File: config.mk
export PLATFORM = sky130hd
export DESIGN_NAME = trng_word_sink
export DESIGN_NICKNAME = d
export VERILOG_FILES = /design/src/rtl/trng_pkg.sv /design/src/rtl/trng_word_fifo.sv /design/src/rtl/trng_word_sink.sv
export SDC_FILE = /design/constraint.sdc
export NUM_CORES = 1
export LEC_CHECK = 0
export CORE_ASPECT_RATIO = 2
export CORE_UTILIZATION = 40
export CTS_CLUSTER_DIAMETER = 40
export DETAILED_ROUTE_END_ITERATION = 6
export SLEW_MARGIN = 20
export SYNTH_ARGS = -nofsm -noshare
export SYNTH_HDL_FRONTEND = slang
export SYNTH_SLANG_ARGS = --single-unit
File: constraint.sdc
create_clock -name clk -period 11.35 [get_ports clk]
set_input_delay 2.27 -clock clk [delete_from_list [all_inputs] [get_ports clk]]
set_output_delay 2.27 -clock clk [all_outputs]
set_load 0.005 [all_outputs]
File: src/rtl/trng_pkg.sv
// Shared types and default constants for the TRNG word-sink slice.
package trng_pkg;

   typedef enum logic [1:0] {
      WARMUP = 2'd0,
      RUN    = 2'd1,
      FAIL   = 2'd2
   } sink_state_t;

   localparam int TRNG_WIDTH      = 32;
   localparam int TRNG_REP_CUTOFF = 3;

endpackage

File: src/rtl/trng_word_fifo.sv
// Power-of-two word FIFO with flush; a push into a full FIFO succeeds only if a pop frees a slot.
module trng_word_fifo
   import trng_pkg::*;
#(
   parameter int WIDTH = TRNG_WIDTH,
   parameter int DEPTH = 8
) (
   input  logic                       clk,
   input  logic                       rst,
   input  logic                       push,
   input  logic                       pop,
   input  logic                       flush,
   input  logic [WIDTH-1:0]           wr_data,
   output logic [WIDTH-1:0]           rd_data,
   output logic                       not_empty,
   output logic [$clog2(DEPTH):0]     level,
   output logic                       drop
);

   localparam int AW = $clog2(DEPTH);
   localparam int LW = AW + 1;

   logic [WIDTH-1:0] mem_q [DEPTH];
   logic [AW-1:0]    wr_q, wr_d;
   logic [AW-1:0]    rd_q, rd_d;
   logic [LW-1:0]    level_q, level_d;
   logic             pop_ok;
   logic             push_ok;

   assign pop_ok  = pop && (level_q != '0);
   assign push_ok = push && ((level_q != LW'(DEPTH)) || pop_ok);
   assign drop    = push && !push_ok;

   always_comb begin
      wr_d    = wr_q;
      rd_d    = rd_q;
      level_d = level_q;
      if (flush) begin
         wr_d    = '0;
         rd_d    = '0;
         level_d = '0;
      end else begin
         if (push_ok) wr_d = wr_q + AW'(1);
         if (pop_ok)  rd_d = rd_q + AW'(1);
         case ({push_ok, pop_ok})
            2'b10:   level_d = level_q + LW'(1);
            2'b01:   level_d = level_q - LW'(1);
            default: level_d = level_q;
         endcase
      end
   end

   always_ff @(posedge clk) begin
      if (!rst) begin
         wr_q    <= '0;
         rd_q    <= '0;
         level_q <= '0;
      end else begin
         wr_q    <= wr_d;
         rd_q    <= rd_d;
         level_q <= level_d;
      end
   end

   // Storage is datapath only; validity is tracked by level_q.
   always_ff @(posedge clk) begin
      if (push_ok && !flush) mem_q[wr_q] <= wr_data;
   end

   assign not_empty = (level_q != '0);
   assign rd_data   = not_empty ? mem_q[rd_q] : '0;
   assign level     = level_q;

endmodule

File: src/rtl/trng_word_sink.sv
// Consumer of the parallel TRNG word stream: warm-up discard, repetition-count test,
// FIFO buffering toward a ready/valid client, sticky health/overflow flags.
module trng_word_sink
   import trng_pkg::*;
#(
   parameter int WIDTH        = TRNG_WIDTH,
   parameter int DEPTH        = 8,
   parameter int WARMUP_WORDS = 4,
   parameter int REP_CUTOFF   = TRNG_REP_CUTOFF
) (
   input  logic                   clk,
   input  logic                   rst,
   input  logic                   in_valid,
   input  logic [WIDTH-1:0]       in_word,
   output logic                   out_valid,
   input  logic                   out_ready,
   output logic [WIDTH-1:0]       out_word,
   output logic [$clog2(DEPTH):0] level,
   input  logic                   clear_err,
   output logic                   overflow,
   output logic                   health_fail
);

   localparam int WW = $clog2(WARMUP_WORDS + 1);
   localparam int RW = $clog2(REP_CUTOFF + 1);

   sink_state_t      state_q, state_d;
   logic [WW-1:0]    warm_cnt_q, warm_cnt_d;
   logic [RW-1:0]    rep_cnt_q, rep_cnt_d;
   logic [RW-1:0]    rep_new;
   logic             last_vld_q, last_vld_d;
   logic [WIDTH-1:0] last_word_q, last_word_d;
   logic             overflow_q, overflow_d;
   logic             health_fail_q, health_fail_d;
   logic             fifo_push, fifo_flush, fifo_drop, pop;

   assign pop = out_valid && out_ready;

   always_comb begin
      state_d       = state_q;
      warm_cnt_d    = warm_cnt_q;
      rep_cnt_d     = rep_cnt_q;
      rep_new       = rep_cnt_q;
      last_vld_d    = last_vld_q;
      last_word_d   = last_word_q;
      health_fail_d = health_fail_q;
      fifo_push     = 1'b0;
      fifo_flush    = 1'b0;
      case (state_q)
         WARMUP: begin
            if (in_valid) begin
               if (warm_cnt_q == WW'(WARMUP_WORDS - 1)) begin
                  state_d    = RUN;
                  warm_cnt_d = '0;
                  last_vld_d = 1'b0;
               end else begin
                  warm_cnt_d = warm_cnt_q + WW'(1);
               end
            end
         end
         RUN: begin
            if (in_valid) begin
               rep_new     = (last_vld_q && (in_word == last_word_q)) ? rep_cnt_q + RW'(1) : RW'(1);
               last_word_d = in_word;
               last_vld_d  = 1'b1;
               if (rep_new == RW'(REP_CUTOFF)) begin
                  state_d       = FAIL;
                  health_fail_d = 1'b1;
                  fifo_flush    = 1'b1;
                  rep_cnt_d     = '0;
               end else begin
                  rep_cnt_d = rep_new;
                  fifo_push = 1'b1;
               end
            end
         end
         FAIL: begin
            if (clear_err) begin
               state_d       = WARMUP;
               health_fail_d = 1'b0;
            end
         end
         default: state_d = WARMUP;
      endcase
   end

   // A drop in the same cycle as clear_err keeps the flag set.
   always_comb begin
      overflow_d = overflow_q;
      if (clear_err) overflow_d = 1'b0;
      if (fifo_drop) overflow_d = 1'b1;
   end

   always_ff @(posedge clk) begin
      if (!rst) begin
         state_q       <= WARMUP;
         warm_cnt_q    <= '0;
         rep_cnt_q     <= '0;
         last_vld_q    <= 1'b0;
         overflow_q    <= 1'b0;
         health_fail_q <= 1'b0;
      end else begin
         state_q       <= state_d;
         warm_cnt_q    <= warm_cnt_d;
         rep_cnt_q     <= rep_cnt_d;
         last_vld_q    <= last_vld_d;
         overflow_q    <= overflow_d;
         health_fail_q <= health_fail_d;
      end
   end

   always_ff @(posedge clk) begin
      last_word_q <= last_word_d;
   end

   trng_word_fifo #(
      .WIDTH (WIDTH),
      .DEPTH (DEPTH)
   ) u_fifo (
      .clk       (clk),
      .rst       (rst),
      .push      (fifo_push),
      .pop       (pop),
      .flush     (fifo_flush),
      .wr_data   (in_word),
      .rd_data   (out_word),
      .not_empty (out_valid),
      .level     (level),
      .drop      (fifo_drop)
   );

   assign overflow    = overflow_q;
   assign health_fail = health_fail_q;

endmodule

**After elaboration in Yosys (flattened, before gate mapping)**

Memory sizes are Yosys's and may differ from the RTL's. A register that Yosys moved wholly into a read port is not among the register bits.
Index checks and enable logic that the tools add are counted.
W data, S select, Z words.

- Add/subtract/negate cells: 6
- Eq/ne operators: 13
- Mux-type cells: 30
- Bitwise logic cells: 1
- Reductions and logical operators: 21

Operator list:

| kind | number |
|---|---|
| $eq A32 B32 Y1 | 1 |
| $mux W32 | 1 |
| $mux W1 | 15 |
| $mux W2 | 7 |
| $ne A2 B2 Y1 const B | 5 |
| $add A3 B1 Y3 const B | 3 |
| $mux W3 | 3 |
| $pmux W4 S2 | 1 |
| $reduce_and A4 Y1 | 2 |
| $reduce_bool A2 Y1 | 4 |
| $eq A2 B2 Y1 const B | 3 |
| $logic_and A1 B1 Y1 | 6 |
| $pmux W2 S3 | 1 |
| $reduce_and A5 Y1 | 1 |
| $add A4 B1 Y4 const B | 1 |
| $eq A2 B1 Y1 const B | 2 |
| $ne A4 B4 Y1 const B | 1 |
| $pmux W1 S2 | 2 |
| $reduce_and A2 Y1 | 2 |
| $reduce_bool A4 Y1 | 1 |
| $sub A4 B1 Y4 const B | 1 |
| $eq A3 B2 Y1 const B | 1 |
| $add A2 B1 Y2 const B | 1 |
| $logic_not A1 Y1 | 2 |
| other kinds (4) | 4 |

- Register bits: 52
- RAM bits: 256
- Bits of input ports: 37
- Output and inout bits: 39
- Memories: 1

Memory list:

| memory | words | width | rd ports | clocked after memory_dff | write ports | RTL line | text |
|---|---|---|---|---|---|---|---|
| u_fifo.mem_q | 8 | 32 | 1 | 1 | 1 | trng_word_fifo.sv:23 | `logic [WIDTH-1:0] mem_q [DEPTH];` |

**Depth between registers and ports, before layout**

Gate-level depths: netlist (run 1).

- Depth after elaboration: 11
- Gate-level depth with buffers: 13

**Hierarchy**

A second synthesis (run 1) with hierarchy kept.

- Cells, all modules: 627
- Area, all modules: 12279.3 sq um

By module, submodules not included:

| module | times used | cells an instance | area each (sq um) | seq. area each (sq um) |
|---|---|---|---|---|
| trng_word_fifo | 1 | 494 | 10485.1 | 7947.6 |
| trng_word_sink | 1 | 133 | 1794.2 | 1161.1 |

**Worst setup path after synthesis (run 1)**

Ideal clock, no wire load.

- Kind: input -> register
- From: input in_valid
- To: memory u_fifo.mem_q[1][0] (netlist bit), enable pin
- Setup time: 0.513 ns
- Data arrival time: 6.853 ns
- Setup slack: 3.983 ns
- Cell stages on the path: 6
- Buffers on the path: 0
- Cells stage by stage: inv_1 nor2_1 nand2_1 inv_2 nand3_1 nor4b_1

- Cells in the longest elaborated chain, start to end: 6
- Elaborated cells on any way between the ends: 9
- Those cells by class: mux: 6; reduce/logical: 3

RTL lines:

| item | RTL line | text |
|---|---|---|
| start, declared | trng_word_sink.sv:13 | `input logic in_valid,` |
| $mux W1 | trng_word_sink.sv:62 | `if (in_valid) begin` |
| $mux W1 | trng_word_sink.sv:49 | `case (state_q)` |
| $logic_and A1 B1 Y1 or $logic_not A1 Y1 (tied branches) | trng_word_fifo.sv:31, trng_word_fifo.sv:67 |  |
| $logic_and A1 B1 Y1 (*) | trng_word_fifo.sv:67 | `if (push_ok && !flush) mem_q[wr_q] <= wr_data;` |
| $mux W1 (*) | trng_word_fifo.sv:67 |  |
| $mux W1 (not written as such) (*) | trng_word_fifo.sv:67 |  |
| end, declared | trng_word_fifo.sv:23 |  |

Every way passes the cells marked *; elsewhere a longest branch is shown, timed or not.

==> flow_metrics.py, run 1 <==
metrics = {
    "outcome": {
        "status": "finished, violations left",
        "violations": "DRC",
    },
    "clocking": {
        "postCtsHoldBufs": 0,
        "cts_setup_buffers": 0,
        "clk_pin_slew_worst_paths_ps": 70,
        "cts_resized": 0,
        "htreeDepth": 1,
        "cts_root_buffer": "clkbuf_16",
        "cts_tree": "built",
        "numCtsBuffers": 27,
        "clk_latency_ps": 550,
        "cts_buffer_depth": 3,
        "clock-sinks": 311,
    },
    "floorplanning": {
        "initial_core_util": 0.410,
        "core_sq_um": 29600,
        "dieArea_sq_um": 31100,
        "die-width_um": 125,
        "die-height_um": 248,
        "rows": 89,
        "io_pins": 76,
    },
    "sta": {
        "drv_slew": 0,
        "slew_headroom": 0.324,
        "finalHoldViolCount": 0,
        "fin_worst_skew_ps": 13.9,
        "worst_slew_pin_slew_ps": 1010,
        "setup_viol": 0,
        "finalCriticalPeriod_ps": 5740,
        "rsz0062_at_grt": "false",
        "clock.fmax_mhz": 174,
        "fin_crit_sh": 0.505,
        "setup_tns_ps": 0,
    },
    "logic_synthesis": {
        "synth_edf_count": 288,
        "synthCells": 620,
        "synth_fp_nets": 664,
        "synth_top_area_frac": 0.713,
        "synth.area.top_cells": "edfxtp_1 (71%), mux4_2 (12%), dfxtp_1 (3.8%)",
        "synthDistinctLibCells": 43,
        "synth_flop_cell": "edfxtp_1",
        "syn_area_sq_um": 12100,
        "syn_avg_cell_area_sq_um": 19.6,
        "synth.largest_area_cell": "edfxtp_1",
        "synth-seq-cells": 311,
        "ys_async_sr_fraction": 0,
        "synth_common_cells": "edfxtp_1 (288), mux4_2 (64), nor2_1 (52)",
        "synth-seq-area-share": 0.750,
        "yosysWarnings": 0,
        "synth_most_common_cell": "edfxtp_1",
    },
    "routing": {
        "wl_met3_um": 768,
        "via_per_inst": 5.42,
        "routedLengthMet1_mm": 9.34,
        "drc": 6,
        "vias": 5957,
        "final_antenna_net_count": 0,
        "top_layer": "met4",
        "wl_met2_mm": 14.6,
        "routed_wl_mm": 25.3,
        "drtIter0Drc": 352,
        "dr.pass1.iters": 7,
        "routedWlPerCell_um": 23.0,
    },
    "critical_path": {
        "path_class": "reg -> out",
        "cp-end-kind": "output port",
        "r2r_end": "u_fifo.mem_q[1][15]",
        "worstPathMaxFanout": 39,
        "required_ps": 9080,
        "ff2ff_setup_slack_ps": 7560,
        "r2r.worst_path.cells": 6,
        "arrival_ps": 3470,
        "startpoint_type": "flip-flop",
        "r2r-start": "state_q[1]",
    },
    "pwr": {
        "finalPower_mw": 2.23,
        "irDropWorstVdd_mv": 0.137,
        "power_density_nw_per_um2": 156,
        "leakage_nw": 4.33,
    },
    "global_route": {
        "antenna_found_initial": 0,
        "grt.total_usage": 0.167,
        "globalRouteOverflowTotal": 0,
        "grt_pass1_wl_mm": 38.4,
        "grt_max_degree": 65,
        "grt_pass1_vias": 6541,
    },
    "run": {
        "max_cap_viol_count": 0,
    },
    "cells_and_area": {
        "fin_area_sq_um": 14300,
        "area_growth_pct": 17.9,
        "drive_gt1_frac": 0.182,
        "fin_nets": 760,
        "post-route-util": 0.483,
        "finalNonFillerCells": 1100,
        "antenna_cells": 0,
    },
    "placement": {
        "gp_congestion": 0.745,
        "port_buffers": 75,
        "place_hpwl_mm": 15.6,
        "placed_area_sq_um": 13400,
        "dp.cells": 1051,
    },
    "worst_hold_path": {
        "hp-start": "warm_cnt_q[2]",
        "min_path_type": "reg -> reg",
        "whs_path_depth": 2,
        "holdPathEnd": "warm_cnt_q[2]",
    },
}
==> routing by layer <==
layer  global-route usage  vias up
met1                0.176     3165
li1                     -     2657
met5                    0        -
met3               0.0213       30
met4               0.0631        0
met2                0.332      105
==> through the flow <==
step                worst slack, ps  hold WS, ps
CTS                            5460          445
detailed placement             4960          435
floorplan                      3980          412
global placement               5180          418
global route                   5270          470
finish                         5610          442
==> layout by cell type, fill, tap and decap left out, types with 3 or more instances in the layout <==
cell	instances
dfxtp_1	20
clkdlybuf4s50_1	75
ha_1	6
bufinv_16	3
nor3_1	5
inv_1	11
mux2i_1	35
nand3b_1	3
nand2b_1	4
a21oi_1	6
buf_4	17
nor4b_2	3
a21boi_1	4
mux4_2	64
nand2_1	10
clkinv_1	6
clkinv_2	3
xor2_1	3
xnor2_1	29
nor2_1	51
clkbuf_16	27
edfxtp_1	288
o21ai_0	4
nor2b_1	8
clkbuf_1	5
nand4_1	7
nand3_1	5
==> layout make-up <==
type                       count  area (sq um)
clock buffer                  32           694
clock inverter                17           174
fill                        2481         15300
inverter                      12          45.0
multi-input combinational    272          2950
sequential                   311          9110
tap                          364           455
timing repair buffer          92           878
==> cells by family after synthesis <==
logic type,Yosys count,synth area share
xor+xnor,32,0.0231
flops,311,0.750
simple gates,111,0.0462
compound gates,23,0.0127
mux,99,0.148
fa+ha+maj,7,0.00783
buf+inv,37,0.0122
==> worst max-delay path, cell delays in order, from the launching register on <==
cell,delay (ps)
dfxtp_4,750
buf_4,750
mux4_2,600
mux2i_1,230
nor2_1,70
clkdlybuf4s50_1,470
==> power breakdown <==
group | leakage (nW) | switching (mW) | internal, mW
Combinational | 1.14 | 0.0323 | 0.0269
Sequential | 2.78 | 0.00256 | 1.25
Clock | 0.419 | 0.408 | 0.509
Total | 4.33 | 0.443 | 1.79
==> state kept, by name, indices dropped and copies added, names as in the netlist, named ones only <==
signal and count:
last_vld_q 1, u_fifo.rd_q 3, u_fifo.mem_q 256, overflow 1
warm_cnt_q 3, u_fifo.level 4, health_fail 1, u_fifo.wr_q 3
rep_cnt_q 2, last_word_q 32, state_q 2
==> worst max path at each step <==
stage,from,to,slack (ps),cells past startpoint
6_report,flip-flop,out_word[1],5610,5
5_1_grt,in_valid,u_fifo.mem_q[1][15],5270,8
4_1_cts,flip-flop,out_word[5],5460,5
3_5_place_dp,in_valid,u_fifo.mem_q[1][16],4960,8
3_3_place_gp,in_valid,u_fifo.mem_q[1][15],5180,8
2_1_floorplan,in_valid,u_fifo.mem_q[1][0],3980,6
No activity file was read; power rests on OpenSTA's default activity.
==> run 2: changes to the inputs <==
==> constraint.sdc (replaced) <==
create_clock -name clk -period 4.8 [get_ports clk]
set_input_delay 0.96 -clock clk [delete_from_list [all_inputs] [get_ports clk]]
set_output_delay 0.96 -clock clk [all_outputs]
set_load 0.005 [all_outputs]
==> run 2 against run 1 <==
Effect of this change: the flow still finishes with violations (DRC); die area is the same; sequential cell count is the same; largest cell class unchanged; utilization grew 0.38 points; power grew 130%; combinational power grew 150%; largest power group unchanged; wire length grew 4.2%; first-iteration DRC count shrank 4.5%; hold slack gained 7.6 ps; non-clock buffer count grew 13; cell area grew 0.80%; clock skew grew 2.8 ps; worst setup slack lost 4500 ps.
==> flow_metrics.py, run 2 (synthesis gave the netlist of run 1 again) <==
metrics = {
    "outcome": {
        "status": "finished, violations left",
        "violations": "DRC",
    },
    "floorplanning": {
        "io_pins": 76,
        "rows": 89,
        "dieArea_sq_um": 31100,
        "die-height_um": 248,
        "initial_core_util": 0.410,
        "core_sq_um": 29600,
        "die-width_um": 125,
    },
    "critical_path": {
        "required_ps": 3840,
        "crit_family": "buffers and inverters",
        "crit_buf_inv": 2,
        "slowest_stage": "mux4_2",
        "arrival_ps": 2770,
        "path_cells": "buf_12, mux4_2, mux2i_1, nor2_1, clkdlybuf4s50_1",
        "worstPathMaxFanout": 64,
        "cp-end-kind": "output port",
        "startpoint_type": "flip-flop",
        "r2r-start": "last_word_q[5]",
        "cp_slowest_stage_delay_ps": 580,
        "path_class": "reg -> out",
    },
    "run": {
        "max_cap_viol_count": 0,
    },
    "worst_hold_path": {
        "hp-start": "warm_cnt_q[2]",
        "min_path_type": "reg -> reg",
    },
    "routing": {
        "vias": 5974,
        "drc": 6,
        "final_antenna_net_count": 0,
        "routed_wl_mm": 26.4,
        "via_per_inst": 5.37,
        "routedWlPerCell_um": 23.7,
        "drtIter0Drc": 336,
        "dr.pass1.iters": 7,
    },
    "global_route": {
        "grt_pass1_wl_mm": 40.0,
        "antenna_found_initial": 0,
        "grt.total_usage": 0.176,
        "grt_max_degree": 65,
        "globalRouteOverflowTotal": 0,
        "grt_pass1_vias": 6486,
    },
    "sta": {
        "finalCriticalPeriod_ps": 3730,
        "worst_slew_pin_slew_ps": 677,
        "drv_slew": 0,
        "setup_viol": 0,
        "fin_worst_skew_ps": 16.7,
        "slew_headroom": 0.547,
        "finalHoldViolCount": 0,
        "clock.fmax_mhz": 268,
        "fin_crit_sh": 0.777,
        "rsz0062_at_grt": "false",
    },
    "cells_and_area": {
        "fin_nets": 773,
        "largest-register": "u_fifo.mem_q",
        "largest_register_ffs": 256,
        "mostFrequentLayoutCells": "edfxtp_1 (288), clkdlybuf4s50_1 (75), mux4_2 (64)",
        "drive_gt1_frac": 0.203,
        "mostFrequentLayoutCell": "edfxtp_1",
        "area_growth_pct": 18.8,
        "finalNonFillerCells": 1112,
        "antenna_cells": 0,
    },
    "clocking": {
        "htreeDepth": 1,
        "cts_buffer_depth": 3,
        "cts_tree": "built",
        "cts_root_buffer": "clkbuf_16",
        "numCtsBuffers": 27,
        "clock-sinks": 311,
        "cts_resized": 0,
        "postCtsHoldBufs": 0,
        "clk_pin_slew_worst_paths_ps": 70,
        "clk_latency_ps": 540,
        "cts_setup_buffers": 0,
    },
    "pwr": {
        "p_int_mw": 4.17,
        "irDropWorstVdd_mv": 0.277,
        "p_seq_frac": 0.567,
        "switching_power_mw": 1.05,
        "finalPower_mw": 5.22,
        "leakage_nw": 4.40,
        "power_frac_comb": 0.028,
        "swShare": 0.201,
        "power_density_nw_per_um2": 362,
        "p_clk_frac": 0.405,
    },
    "placement": {
        "gp_congestion": 0.784,
        "port_buffers": 75,
        "dp.cells": 1064,
        "place_hpwl_mm": 16.3,
    },
}
## run 2: cell types whose count changed in the layout (fill, tap and decap cells not counted), sizes merged
cell,delta
clkbuf,-1
clkinvlp,+2
buf,+13
bufinv,-2
## run 2: area by class of cell
type / instances / area (sq um)
timing repair buffer: 105 / 1000
sequential: 311 / 9110
multi-input combinational: 272 / 2950
inverter: 12 / 45.0
fill: 2449 / 15200
clock buffer: 31 / 722
tap: 364 / 455
clock inverter: 17 / 138
## run 2: final timing paths
kind	endpoint	slack, ps	cells after the start
hold / removal	warm_cnt_q[2]	450	2
setup reg to reg	u_fifo.level[3]	1850	13
setup / recovery	out_word[17]	1070	5
hold reg to reg	warm_cnt_q[2]	450	2
## run 2: worst reg2reg max path, stage by stage (launching register included)
cell	delay, ps
edfxtp_1	380
xnor2_1	220
nand3_1	130
nor4_1	430
nand4_1	220
nand3_1	240
ha_1	240
ha_1	240
a21o_1	170
a21oi_1	160
xnor2_1	150
nor2_1	70
xnor2_1	130
nor2_1	50
## run 2: metrics by stage
| stage | worst slack (ps) | instance area [sq um] | TNS [ps] | util | hold WS (ps) |
|---|---|---|---|---|---|
| after floorplan | -1260 | 12100 | -219400 | - | 412 |
| after global placement | 618 | 13600 | 0 | 0.458 | 420 |
| after detailed placement | 538 | 13600 | 0 | 0.458 | 436 |
| after CTS | 959 | 14400 | 0 | 0.487 | 448 |
| after global routing | 842 | 14400 | 0 | 0.487 | 469 |
| final | 1070 | 14400 | 0 | 0.487 | 449 |
## run 2: power groups by stage
stage	combinational (mW)	clock (mW)	sequential [mW]
floorplan	0.0516	0	3.02
global placement	0.143	0	3.02
detailed placement	0.149	0	3.02
CTS	0.149	2.18	2.96
global route	0.159	2.25	2.96
finish	0.146	2.11	2.96
## run 2: layer usage
layer / GRT usage / up-vias / wire, um
li1: - / 2679 / -
met1: 0.196 / 3123 / 9960
met2: 0.342 / 129 / 14900
met3: 0.0202 / 43 / 874
met4: 0.0656 / 0 / 668
met5: 0 / - / 0
==> run 3: changes to the inputs <==
==> constraint.sdc (replaced) <==
create_clock -name clk -period 3 [get_ports clk]
set_input_delay 0.6 -clock clk [delete_from_list [all_inputs] [get_ports clk]]
set_output_delay 0.6 -clock clk [all_outputs]
set_load 0.005 [all_outputs]
==> run 3 against run 2 <==
Effect of this change: the run still ends with DRC left; clock skew is 2.4 ps lower; worst setup slack worse by 990 ps; via count is 6.1% higher.
==> flow_metrics.py, run 3 (synthesis gave the netlist of run 1 again) <==
metrics = {
    "sta": {
        "worst_slew_pin_slew_ps": 656,
        "holdWs_ps": 414,
        "setup_tns_ps": 0,
        "finalHoldViolCount": 0,
        "finalCriticalPeriod_ps": 2920,
        "slew_headroom": 0.562,
        "drv_slew": 0,
        "fin_crit_sh": 0.975,
        "clock.fmax_mhz": 342,
        "rsz0062_at_grt": "true",
        "fin_worst_skew_ps": 14.2,
        "setup_viol": 0,
    },
    "clocking": {
        "cts_root_buffer": "clkbuf_16",
        "clock-sinks": 311,
        "clk_pin_slew_worst_paths_ps": 70,
        "cts_buffer_depth": 3,
        "numCtsBuffers": 28,
        "cts_tree": "built",
        "clk_latency_ps": 550,
        "htreeDepth": 1,
    },
    "critical_path": {
        "arrival_ps": 2320,
        "r2r-start": "last_word_q[7]",
        "ff2ff_setup_slack_ps": 130,
        "startpoint_type": "flip-flop",
        "required_ps": 2400,
        "path_class": "reg -> out",
        "r2r_end": "u_fifo.level[3]",
        "crit_family": "multiplexers",
        "cp.depth": 7,
        "slowest_stage": "mux4_2",
        "cp-end-kind": "output port",
        "worstPathMaxFanout": 7,
        "r2r.worst_path.cells": 14,
        "crit_buf_inv": 4,
        "cp_slowest_stage_delay_ps": 510,
        "path_cells": "buf_6, buf_12, buf_16, mux4_2, mux2i_1, nor2_1, dlygate4sd2_1",
    },
    "worst_hold_path": {
        "min_path_type": "in -> reg",
        "hp-start": "in_word[28]",
        "whs_path_depth": 1,
        "holdPathEnd": "u_fifo.mem_q[4][28]",
    },
    "cells_and_area": {
        "drive_gt1_frac": 0.297,
        "largest_register_ffs": 256,
        "largest-register": "u_fifo.mem_q",
        "antenna_cells": 0,
        "fillers": 2383,
        "mostFrequentLayoutCell": "edfxtp_1",
        "area_growth_pct": 27.7,
        "fin_nets": 837,
        "mostFrequentLayoutCells": "edfxtp_1 (288), buf_4 (68), mux4_2 (64)",
        "fin_area_sq_um": 15500,
    },
    "routing": {
        "routed_wl_mm": 28.6,
        "final_antenna_net_count": 0,
        "drtIter0Drc": 397,
        "via_per_inst": 5.38,
        "drc": 8,
        "dr.pass1.iters": 7,
        "routedWlPerCell_um": 24.3,
        "vias": 6336,
    },
    "run": {
        "max_cap_viol_count": 0,
    },
    "placement": {
        "port_buffers": 75,
        "place_hpwl_mm": 17.8,
        "placed_area_sq_um": 14200,
        "gp_congestion": 0.777,
    },
    "floorplanning": {
        "die-height_um": 248,
        "initial_core_util": 0.410,
        "rows": 89,
        "io_pins": 76,
        "die-width_um": 125,
        "dieArea_sq_um": 31100,
        "core_sq_um": 29600,
    },
    "global_route": {
        "grt_max_degree": 65,
        "grt.total_usage": 0.190,
        "grt_pass1_wl_mm": 42.6,
        "globalRouteOverflowTotal": 0,
        "antenna_found_initial": 1,
        "grt_pass1_vias": 7025,
    },
    "pwr": {
        "leakage_nw": 5.18,
        "power_density_nw_per_um2": 556,
        "irDropWorstVdd_mv": 0.350,
    },
    "outcome": {
        "violations": "DRC",
        "status": "finished, violations left",
    },
}
run 3: area by class of cell:
type | count | area (sq um) | share of cell area
Timing Repair Buffer | 168 | 1770 | 0.114
Tap cell | 364 | 455 | 0.0294
Inverter | 12 | 61.3 | 0.00396
Sequential cell | 311 | 9110 | 0.588
Clock buffer | 34 | 744 | 0.0480
Multi-Input combinational cell | 272 | 3170 | 0.205
Clock inverter | 17 | 175 | 0.0113
run 3: stage by stage:
step / setup WS [ps] / cells / util / power, mW
after floorplan: -3.82 / 620 / - / 4.92
after global placement: -680 / 1114 / 0.479 / 5.11
after detailed placement: -684 / 1114 / 0.479 / 5.12
after CTS: 12.4 / 1176 / 0.520 / 8.69
after global routing: -40.6 / 1178 / 0.523 / 8.85
final: 75.4 / 1178 / 0.523 / 8.62
run 3: how the worst max path moves through the flow:
stage | slack, ps | to | from
floorplan | -4 | u_fifo.mem_q[5][0] | in_word[21]
detailed placement | -680 | u_fifo.level[3] | in_word[20]
finish | 80 | out_word[21] | flip-flop
global route | -40 | u_fifo.level[3] | last_word_q[7]
CTS | 10 | out_word[25] | flip-flop
global placement | -680 | u_fifo.level[3] | in_word[20]
run 3: worst register-to-register path: stages (launching register included):
cell      delay, ps
edfxtp_1        380
xnor2_1         180
buf_4           130
nand4_1         170
nor4_4          360
nand4_1         260
nand3_4         160
ha_2            180
ha_1            220
a21o_1          190
a21oi_2         140
xnor2_1         130
nor2_1           70
xnor2_1         130
nor2_1           50
run 3: power by group:
group          internal [mW]  leakage (nW)  switching (mW)
Sequential              4.74          2.78         0.00757
Combinational          0.148          1.96           0.150
Clock                   2.04         0.448            1.54
run 3: repair_timing:
action                                  4_1_cts  5_1_grt
hold buffers                                  0        0
pin swaps                                     0       11
endpoints found under the setup margin       31       11
cloned                                        4        0
setup buffers                                 7        2
resized for setup                            62       35
run 3: per-layer routing:
metal  wire [um]  track usage  up-vias
met5          11            0        -
met2       16900        0.376      142
met4         612       0.0692        2
met1       10100        0.204     3335
met3         937       0.0219       37
li1            -            -     2820
